$ cat src/rtl/led_pkg.sv
// Shared definitions for the multi-channel LED driver.
package led_pkg;

  // Per-channel operating mode; encodings match the cfg_mode port values.
  typedef enum logic [1:0] {
    MODE_OFF   = 2'd0,
    MODE_ON    = 2'd1,
    MODE_BLINK = 2'd2,
    MODE_PWM   = 2'd3
  } mode_e;

  // Minimum-1 width helper for counters and selects.
  function automatic int unsigned clog2_min1(input int unsigned n);
    return (n > 1) ? $clog2(n) : 1;
  endfunction

endpackage

$ cat src/rtl/led_prescaler.sv
// Blink time-base prescaler: counts 0..TICK_DIV-1 and flags the last count.
module led_prescaler #(
  parameter int unsigned TICK_DIV = 50000000
) (
  input  logic clk,
  input  logic rst_n,
  output logic tick
);

  localparam int unsigned CW = (TICK_DIV > 1) ? $clog2(TICK_DIV) : 1;
  localparam logic [CW-1:0] LAST = CW'(TICK_DIV - 1);

  logic [CW-1:0] cnt_q;
  logic [CW-1:0] cnt_d;
  logic          tick_q;

  // Next count with wrap at TICK_DIV-1.
  always_comb begin
    cnt_d = cnt_q + 1'b1;
    if (cnt_q == LAST) begin
      cnt_d = '0;
    end
  end

  // Count register plus a registered tick that is high while the count sits at LAST.
  always_ff @(posedge clk or negedge rst_n) begin
    if (!rst_n) begin
      cnt_q  <= '0;
      tick_q <= 1'b0;
    end else begin
      cnt_q  <= cnt_d;
      tick_q <= (cnt_d == LAST);
    end
  end

  assign tick = tick_q;

endmodule

$ cat src/rtl/led_ctrl.sv
// Multi-channel LED driver: OFF / ON / BLINK / PWM per channel, registered pins.
module led_ctrl
  import led_pkg::*;
#(
  parameter int unsigned LED_NUM    = 3,
  parameter bit          ACTIVE_LOW = 1'b1,
  parameter int unsigned TICK_DIV   = 50000000,
  parameter int unsigned ARG_W      = 4,
  parameter int unsigned SEL_W      = clog2_min1(LED_NUM)
) (
  input  logic               clk,
  input  logic               rst_n,
  input  logic               clr,
  input  logic               cfg_we,
  input  logic [SEL_W-1:0]   cfg_sel,
  input  logic [1:0]         cfg_mode,
  input  logic [ARG_W-1:0]   cfg_arg,
  output logic [LED_NUM-1:0] led,
  output logic               tick
);

  logic [ARG_W-1:0]   pwm_cnt_q;
  logic [LED_NUM-1:0] lit;

  led_prescaler #(
    .TICK_DIV(TICK_DIV)
  ) u_prescaler (
    .clk  (clk),
    .rst_n(rst_n),
    .tick (tick)
  );

  // Free-running PWM reference shared by all channels; unaffected by clr.
  always_ff @(posedge clk or negedge rst_n) begin
    if (!rst_n) begin
      pwm_cnt_q <= '0;
    end else begin
      pwm_cnt_q <= pwm_cnt_q + 1'b1;
    end
  end

  for (genvar i = 0; i < LED_NUM; i++) begin : g_ch
    // Select value addressing this channel; values >= LED_NUM never match any channel.
    localparam logic [SEL_W-1:0] CH_SEL = SEL_W'(i);

    mode_e            mode_q, mode_d;
    logic [ARG_W-1:0] arg_q, arg_d;
    logic [ARG_W-1:0] cnt_q, cnt_d;
    logic             phase_q, phase_d;
    logic             wr_hit;
    logic             lit_ch;

    assign wr_hit = cfg_we && (cfg_sel == CH_SEL);

    // Next channel state: clr beats a write, a write beats a blink tick.
    always_comb begin
      mode_d  = mode_q;
      arg_d   = arg_q;
      cnt_d   = cnt_q;
      phase_d = phase_q;
      if (clr) begin
        mode_d  = MODE_OFF;
        cnt_d   = '0;
        phase_d = 1'b0;
      end else if (wr_hit) begin
        mode_d  = mode_e'(cfg_mode);
        arg_d   = cfg_arg;
        cnt_d   = '0;
        phase_d = 1'b1;
      end else if ((mode_q == MODE_BLINK) && tick) begin
        if (cnt_q == arg_q) begin
          cnt_d   = '0;
          phase_d = ~phase_q;
        end else begin
          cnt_d = cnt_q + 1'b1;
        end
      end
    end

    // Channel state registers.
    always_ff @(posedge clk or negedge rst_n) begin
      if (!rst_n) begin
        mode_q  <= MODE_OFF;
        arg_q   <= '0;
        cnt_q   <= '0;
        phase_q <= 1'b0;
      end else begin
        mode_q  <= mode_d;
        arg_q   <= arg_d;
        cnt_q   <= cnt_d;
        phase_q <= phase_d;
      end
    end

    // Lit term decoded from the registered mode and state.
    always_comb begin
      lit_ch = 1'b0;
      case (mode_q)
        MODE_OFF:   lit_ch = 1'b0;
        MODE_ON:    lit_ch = 1'b1;
        MODE_BLINK: lit_ch = phase_q;
        MODE_PWM:   lit_ch = (pwm_cnt_q < arg_q);
        default:    lit_ch = 1'b0;
      endcase
    end

    assign lit[i] = lit_ch;
  end

  // Registered pin drive with polarity applied; reset leaves every LED dark.
  always_ff @(posedge clk or negedge rst_n) begin
    if (!rst_n) begin
      led <= {LED_NUM{ACTIVE_LOW}};
    end else begin
      led <= lit ^ {LED_NUM{ACTIVE_LOW}};
    end
  end

endmodule

$ cat config.mk
export PLATFORM = sky130hd
export DESIGN_NAME = led_ctrl
export DESIGN_NICKNAME = d
export VERILOG_FILES = /design/src/rtl/led_pkg.sv /design/src/rtl/led_prescaler.sv /design/src/rtl/led_ctrl.sv
export SDC_FILE = /design/constraint.sdc
export NUM_CORES = 1
export LEC_CHECK = 0
export CORE_AREA = 2 2 98 100
export CTS_BUF_LIST = sky130_fd_sc_hd__clkbuf_4 sky130_fd_sc_hd__clkbuf_8 sky130_fd_sc_hd__clkbuf_16
export CTS_CLUSTER_SIZE = 25
export DETAILED_ROUTE_END_ITERATION = 7
export DIE_AREA = 0 0 100 102
export GPL_TIMING_DRIVEN = 0
export PLACE_DENSITY_LB_ADDON = 0.05
export SLEW_MARGIN = 0
export SYNTH_ARGS = -nofsm -noshare
export SYNTH_HDL_FRONTEND = slang
export SYNTH_SLANG_ARGS = --single-unit
export TNS_END_PERCENT = 1
$ cat constraint.sdc
create_clock -name clk -period 2.9 [get_ports clk]
set_clock_uncertainty 0.1 [all_clocks]
set_input_delay 0.58 -clock clk [delete_from_list [all_inputs] [get_ports clk]]
set_output_delay 0.58 -clock clk [all_outputs]
set_load 0.05 [all_outputs]
==> flow_summary.yaml, run 1 <==
clock_tree:
  hold_buffers: 0
  clk_latency_ns: 0.34
  cts_max_level: 3
  cts_tree: "done"
  cts_inserted_buffers: 9
  cts_setup_buffers: 0
  cts-root-buf: "clkbuf_8"
  clock-sinks: 67
  clkTransAtPathRegs_ns: 0.08
  cts_buffer_depth: 2
drt:
  vias: 2619
  totalWireLength_mm: 7.69
  via_per_inst: 5.14
  drc: 0
  first_pass_iters: 4
  wl_per_cell_um: 15.1
  drtIter0Drc: 50
  postRouteAntennaNets: 0
floorplan:
  fp.coreArea_um2: 9110
  start_util_pct: 39.0
  die_h_um: 102
  rows: 35
  io_pins: 16
  dieArea_um2: 10200
  die_w_um: 100
worst_setup_path:
  cp.arrival_ns: 2.80
  cp_max_fo: 10
  crit_slowest_cell: "or4_1"
  endpoint_kind: "flop"
  crit_type: "reg -> reg"
  worstRegToRegCells: 5
  path_common_cell: "or4_1"
  rrSetupSlack_ns: 0.22
  required_ns: 3.02
  reg2reg_to: "u_prescaler.cnt_q[13]$_DFF_PN0_"
  cp_top_family: "simple AND/OR/NAND/NOR gates"
  worst-path-buf-inv: 1
  path_cells: "or4_1 -> or4_1 -> nor4_4 -> clkbuf_2 -> nor2_1"
  cp-start-kind: "flop"
  cpPeakStageDelay_ns: 0.55
  r2r-start: "u_prescaler.cnt_q[18]$_DFF_PN0_"
timing:
  fin_hold_ws_ns: 0.242
  worst_pin_slew_ns: 0.866
  fmax_mhz: 373
  post-route-period-util_pct: 92.5
  relSlewSlack_pct: 42.3
  setup_viol: 0
  drv_slew: 0
  hold_violations: 0
  fin_crit_ns: 2.68
  rsz0062_at_grt: "no"
pwr:
  finalPower_mw: 1.95
  peakVddDrop_v: 0.000179
  p_leak_nw: 1.78
  power_density_nw_per_um2: 488
logic_synthesis:
  ys_ff_latch: 67
  ys_warn_count: 0
  syn_area_um2: 3550
  syn-num-nets: 395
  syn_area_per_cell_um2: 9.63
  yosysSeqAreaShare_pct: 47.3
  synth_top_area_cell: "dfrtp_1"
  synth.area.top_cells: "dfrtp_1 (45%), xor2_1 (5.2%), ha_1 (4.9%), nand2_1 (4.6%), nor2_1 (4.1%)"
  syn-instance-count: 369
  synth_cell_type_count: 47
  synth_top_area_share_pct: 45.1
outcome:
  outcome: "finished clean"
cells_and_area:
  diodes: 0
  mostFrequentLayoutCell: "dfrtp_1"
  layout.nets: 420
  drive_gt1_share_pct: 8.27
  final_cell_mix: "dfrtp_1 (64), nand2_1 (44), nor2_1 (39), o21ai_0 (29), xor2_1 (21)"
  final_core_util_pct: 44.0
  area_growth_pct: 12.8
  fillers: 926
place:
  io_buffers: 14
  dp_hpwl_mm: 5.45
  gp_congestion: 0.829
hold_path:
  hold_path.class: "in -> async"
job:
  cap_violations: 0
global_route:
  overflow: 0
  grt_max_degree: 68
  grt_pass1_wl_mm: 13.0
  antenna_found_initial: 0
  grt_pass1_vias: 2650
  grt_usage_pct: 16.3
==> per-layer routing <==
metal  vias up  share of wire [%]  GRT usage, %  wire length, um
met5         -                  0             0                0
met4         0                1.7          6.85              131
met3        11                2.1          2.39              159
met2        25                 50          28.5             3870
met1      1248                 46          20.3             3520
li1       1335                  -             -                -
==> worst max-delay path by stage <==
stage | start | end | slack [ns] | cells after the start
floorplan | u_prescaler.cnt_q[18]$_DFF_PN0_ | u_prescaler.cnt_q[12]$_DFF_PN0_ | 0.57 | 5
global placement | rst_n | u_prescaler.cnt_q[19]$_DFF_PN0_ | -1.31 | 1
detailed placement | u_prescaler.cnt_q[18]$_DFF_PN0_ | u_prescaler.cnt_q[21]$_DFF_PN0_ | 0.06 | 5
CTS | u_prescaler.cnt_q[18]$_DFF_PN0_ | u_prescaler.cnt_q[14]$_DFF_PN0_ | 0.03 | 5
global route | u_prescaler.cnt_q[18]$_DFF_PN0_ | u_prescaler.cnt_q[7]$_DFF_PN0_ | 0.11 | 5
finish | u_prescaler.cnt_q[18]$_DFF_PN0_ | u_prescaler.cnt_q[13]$_DFF_PN0_ | 0.22 | 5
==> cell usage after synthesis, drive strengths merged <==
| master | n |
|---|---|
| dfrtp | 64 |
| nand2 | 44 |
| nor2 | 39 |
| o21ai | 29 |
| xor2 | 21 |
| xnor2 | 16 |
| a21oi | 15 |
| inv | 15 |
| ha | 14 |
| nand3 | 12 |
| nor4 | 10 |
| a21boi | 7 |
| nand4 | 7 |
| nor3 | 7 |
| clkbuf | 6 |
| nand2b | 6 |
| nor2b | 5 |
| or4 | 5 |
| and3 | 4 |
| mux2 | 4 |
| nand3b | 4 |
| a31oi | 3 |
| and2 | 3 |
| and3b | 3 |
| dfstp | 3 |
| mux2i | 3 |
| a21o | 2 |
| a22o | 2 |
| a32o | 2 |
| nor4b | 2 |
| o22a | 2 |
| o31ai | 2 |
| and4 | 1 |
| and4b | 1 |
| buf | 1 |
| nand4b | 1 |
| nor3b | 1 |
| or2 | 1 |
| or3 | 1 |
| or3b | 1 |
==> worst reg2reg max path, stage by stage (launching register included) <==
cell and delay (ns):
dfrtp_1 0.48, or4_1 0.55, or4_1 0.46, nor4_4 0.54
clkbuf_2 0.36, nor2_1 0.08
==> through the flow <==
step	instances	setup slack, ns	instance area, um^2	setup TNS, ns
floorplan	369	0.568	3550	0
global placement	494	-1.31	3830	-84.84
detailed placement	494	0.0574	3830	0
CTS	510	0.0323	4000	0
global route	510	0.106	4010	0
finish	510	0.217	4010	0
==> area by class of cell <==
class	instances	area (um^2)	share of cell area, %
Multi-Input combinational cell	280	1790	44.6
Buffer	7	28.8	0.719
Inverter	15	56.3	1.41
Sequential cell	67	1680	42.0
Clock buffer	11	145	3.62
Clock inverter	5	30.0	0.750
Tap cell	111	139	3.47
Timing Repair Buffer	14	138	3.44
==> power by group <==
part | switching (mW) | leakage (nW) | internal [mW] | total [mW]
combinational | 0.115 | 0.817 | 0.0925 | 0.207
clock | 0.376 | 0.0885 | 0.339 | 0.715
sequential | 0.0455 | 0.879 | 0.987 | 1.03
==> state kept, by name, indices dropped and copies added (netlist names) <==
name	cells
g_ch.cnt_q	12
g_ch.arg_q	12
pwm_cnt_q	4
u_prescaler.cnt_q	26
g_ch.mode_q	6
u_prescaler.tick	1
g_ch.phase_q	3
led	3
==> timing repair <==
item	in CTS	in global routing
resized for setup	0	2
endpoints found under the setup margin	0	10
endpoints found under the hold margin	0	0
==> cell families (layout without fill, tap and decap cells) <==
kind of cell    count (synthesis)  after routing  synth area share (%)
simple gates                  158            158                  23.5
flops                          67             67                  47.3
compound gates                 64             64                  10.7
xor+xnor                       37             37                  9.12
buf+inv                        22             52                  2.36
fa+ha+maj                      14             14                  4.93
mux                             7              7                  2.11
Note: power is estimated with default switching activity, not from simulation.
==> inputs of run 2 (changes only) <==
--- a/config.mk
+++ b/config.mk
@@ -5,11 +5,12 @@
 export SDC_FILE = /design/constraint.sdc
 export NUM_CORES = 1
 export LEC_CHECK = 0
-export CORE_AREA = 2 2 98 100
+export ABC_AREA = 1
+export CORE_AREA = 2 2 101 103
 export CTS_BUF_LIST = sky130_fd_sc_hd__clkbuf_4 sky130_fd_sc_hd__clkbuf_8 sky130_fd_sc_hd__clkbuf_16
 export CTS_CLUSTER_SIZE = 25
 export DETAILED_ROUTE_END_ITERATION = 7
-export DIE_AREA = 0 0 100 102
+export DIE_AREA = 0 0 103 105
 export GPL_TIMING_DRIVEN = 0
 export PLACE_DENSITY_LB_ADDON = 0.05
 export SLEW_MARGIN = 0
==> flow_summary.yaml, run 2 <==
place:
  dp_hpwl_mm: 6.49
  gp_congestion: 0.822
  dp_slack_ns: 0.534
  io_buffers: 14
worst_setup_path:
  r2r-start: "u_prescaler.cnt_q[0]$_DFF_PN0_"
  cp_top_family: "buffers and inverters"
  cp.arrival_ns: 1.66
  endpoint_kind: "primary output"
  cp-start-kind: "flop"
  crit_slowest_cell: "clkdlybuf4s50_1"
  path_cells: "clkdlybuf4s50_1"
  rrSetupSlack_ns: 0.76
  worstRegToRegCells: 12
  required_ns: 2.22
  worst-path-buf-inv: 1
  crit_type: "reg -> out"
  cpPeakStageDelay_ns: 0.79
  reg2reg_to: "u_prescaler.tick$_DFF_PN0_"
  cp_max_fo: 1
floorplan:
  rows: 36
  dieArea_um2: 10800
  die_w_um: 103
  io_pins: 16
  fp.coreArea_um2: 9640
  start_util_pct: 39.2
  die_h_um: 105
logic_synthesis:
  syn_area_um2: 3780
  yosysSeqAreaShare_pct: 44.4
  synth_edf_count: 0
  synth.area.top_cells: "dfrtp_1 (42%), nand2_1 (11%), inv_1 (6.9%), nor2_1 (5.0%), ha_1 (4.6%)"
  ys_warn_count: 0
  synth_ff_type: "dfrtp_1"
  synth_cell_type_count: 30
  syn-num-nets: 511
  yosysMostFrequentCell: "nand2_1"
  synth_top_area_cell: "dfrtp_1"
  syn_area_per_cell_um2: 7.80
  ys_ff_latch: 67
  ys_top_cells_by_count: "nand2_1 (113), inv_1 (70), dfrtp_1 (64), nor2_1 (50), nand3_1 (33)"
  synth_top_area_share_pct: 42.4
  synthArstFlopShare_pct: 100
  syn-instance-count: 485
timing:
  setup_tns_ns: 0
  hold_violations: 0
  worst_pin_slew_ns: 0.857
  setup_viol: 0
  rsz0062_at_grt: "no"
  fmax_mhz: 427
  relSlewSlack_pct: 42.9
  worst_slack_ns: 0.559
  fin_crit_ns: 2.34
  drv_slew: 0
  post-route-period-util_pct: 80.7
global_route:
  grt_pass1_vias: 3044
  grt_usage_pct: 17.7
  antenna_found_initial: 0
  grt_pass1_wl_mm: 14.7
  grt_max_degree: 68
  overflow: 0
clock_tree:
  post_cts_resized: 0
  clock-sinks: 67
  clkTransAtPathRegs_ns: 0.08
  cts-root-buf: "clkbuf_8"
  cts_setup_buffers: 0
  cts_inserted_buffers: 9
  clk_latency_ns: 0.35
  cts_tree: "done"
  cts_max_level: 3
  hold_buffers: 0
  cts_buffer_depth: 2
pwr:
  p_leak_nw: 2.02
  power_density_nw_per_um2: 473
  peakVddDrop_v: 0.000184
cells_and_area:
  area_growth_pct: 12.7
  reg_top3: "u_prescaler.cnt_q (26), g_ch.arg_q (12), g_ch.cnt_q (12)"
  final_core_util_pct: 44.2
  final_cell_mix: "nand2_1 (113), inv_1 (70), dfrtp_1 (64), nor2_1 (50), nand3_1 (33)"
  largest_reg_flops: 26
  regMostFlops: "u_prescaler.cnt_q"
  drive_gt1_share_pct: 9.90
  mostFrequentLayoutCell: "nand2_1"
  layout.nets: 536
  diodes: 0
drt:
  vias: 3135
  wl_per_cell_um: 13.3
  first_pass_iters: 4
  via_per_inst: 4.84
  postRouteAntennaNets: 0
  drc: 0
  totalWireLength_mm: 8.63
  drtIter0Drc: 79
hold_path:
  hold_path.class: "in -> async"
job:
  cap_violations: 0
outcome:
  outcome: "finished clean"
==> run 2: cell types whose count changed in the layout (fill, tap and decap cells not counted), moves of 7 or more <==
cell and delta:
inv_1 +55, nor2_4 +7, xor2_1 -15, nor4_1 -8, nor2_1 +11, nand2_1 +69
nand3_1 +21, nor2_2 +11, o22ai_1 +7
==> run 2: cells by family after synthesis <==
family          after synthesis  share of synthesized area [%]
compound gates               69                           10.2
xor+xnor                     16                           3.71
fa+ha+maj                    14                           4.63
buf+inv                      75                           7.48
flops                        67                           44.4
mux                           2                          0.529
simple gates                242                           29.1
==> run 2: layout make-up <==
type                            count  area (um^2)
Clock buffer                       11          145
Sequential cell                    67         1680
Fill cell                        1000         5380
Inverter                           74          278
Clock inverter                      5         30.0
Buffer                              1         5.00
Timing Repair Buffer               14          138
Tap cell                          133          166
Multi-Input combinational cell    343         1820
==> run 2: worst max path at each step <==
stage                                         startpoint                               to  slack, ns  cells after the start
after floorplan               u_prescaler.tick$_DFF_PN0_     g_ch[0].cnt_q[3]$_DFFE_PN0P_       1.06                      5
after global placement                             rst_n  u_prescaler.cnt_q[17]$_DFF_PN0_      -1.28                      1
after detailed placement                      cfg_sel[1]     g_ch[0].cnt_q[3]$_DFFE_PN0P_       0.53                      9
after CTS                               led[0]$_DFF_PN1_                           led[0]       0.53                      1
after global routing      u_prescaler.cnt_q[0]$_DFF_PN0_       u_prescaler.tick$_DFF_PN0_       0.47                     12
final                                   led[0]$_DFF_PN1_                           led[0]       0.56                      1
==> run 2: routing by layer <==
layer	vias to the layer above	part of all wire [%]	global-route usage, %
met5	-	0	0
met4	0	2.3	6.95
met3	17	3.2	2.81
met2	52	49	29.6
met1	1450	46	22.6
li1	1616	-	-
==> run 2: where the power goes <==
part / switching (mW) / internal [mW]
clock: 0.375 / 0.339
combinational: 0.140 / 0.107
sequential: 0.0584 / 0.995
==> run 2: worst register-to-register path, delay by kind of cell, from the launching register on <==
family | cells | cell delay [ns]
and+or+nand+nor | 8 | 1.03
DFF | 1 | 0.42
buffers and inverters | 3 | 0.31
adders and majority gates | 1 | 0.22
==> run 2: per-stage QoR <==
| stage | hold WS, ns | cell area (um^2) | cells | power [mW] |
|---|---|---|---|---|
| after detailed placement | 0.360 | 4090 | 632 | 1.32 |
| after floorplan | 0.184 | 3780 | 485 | 1.23 |
| after global placement | 0.356 | 4090 | 632 | 1.32 |
| after global routing | 0.311 | 4260 | 648 | 2.14 |
| final | 0.217 | 4260 | 648 | 2.01 |
| after CTS | 0.272 | 4260 | 648 | 2.05 |
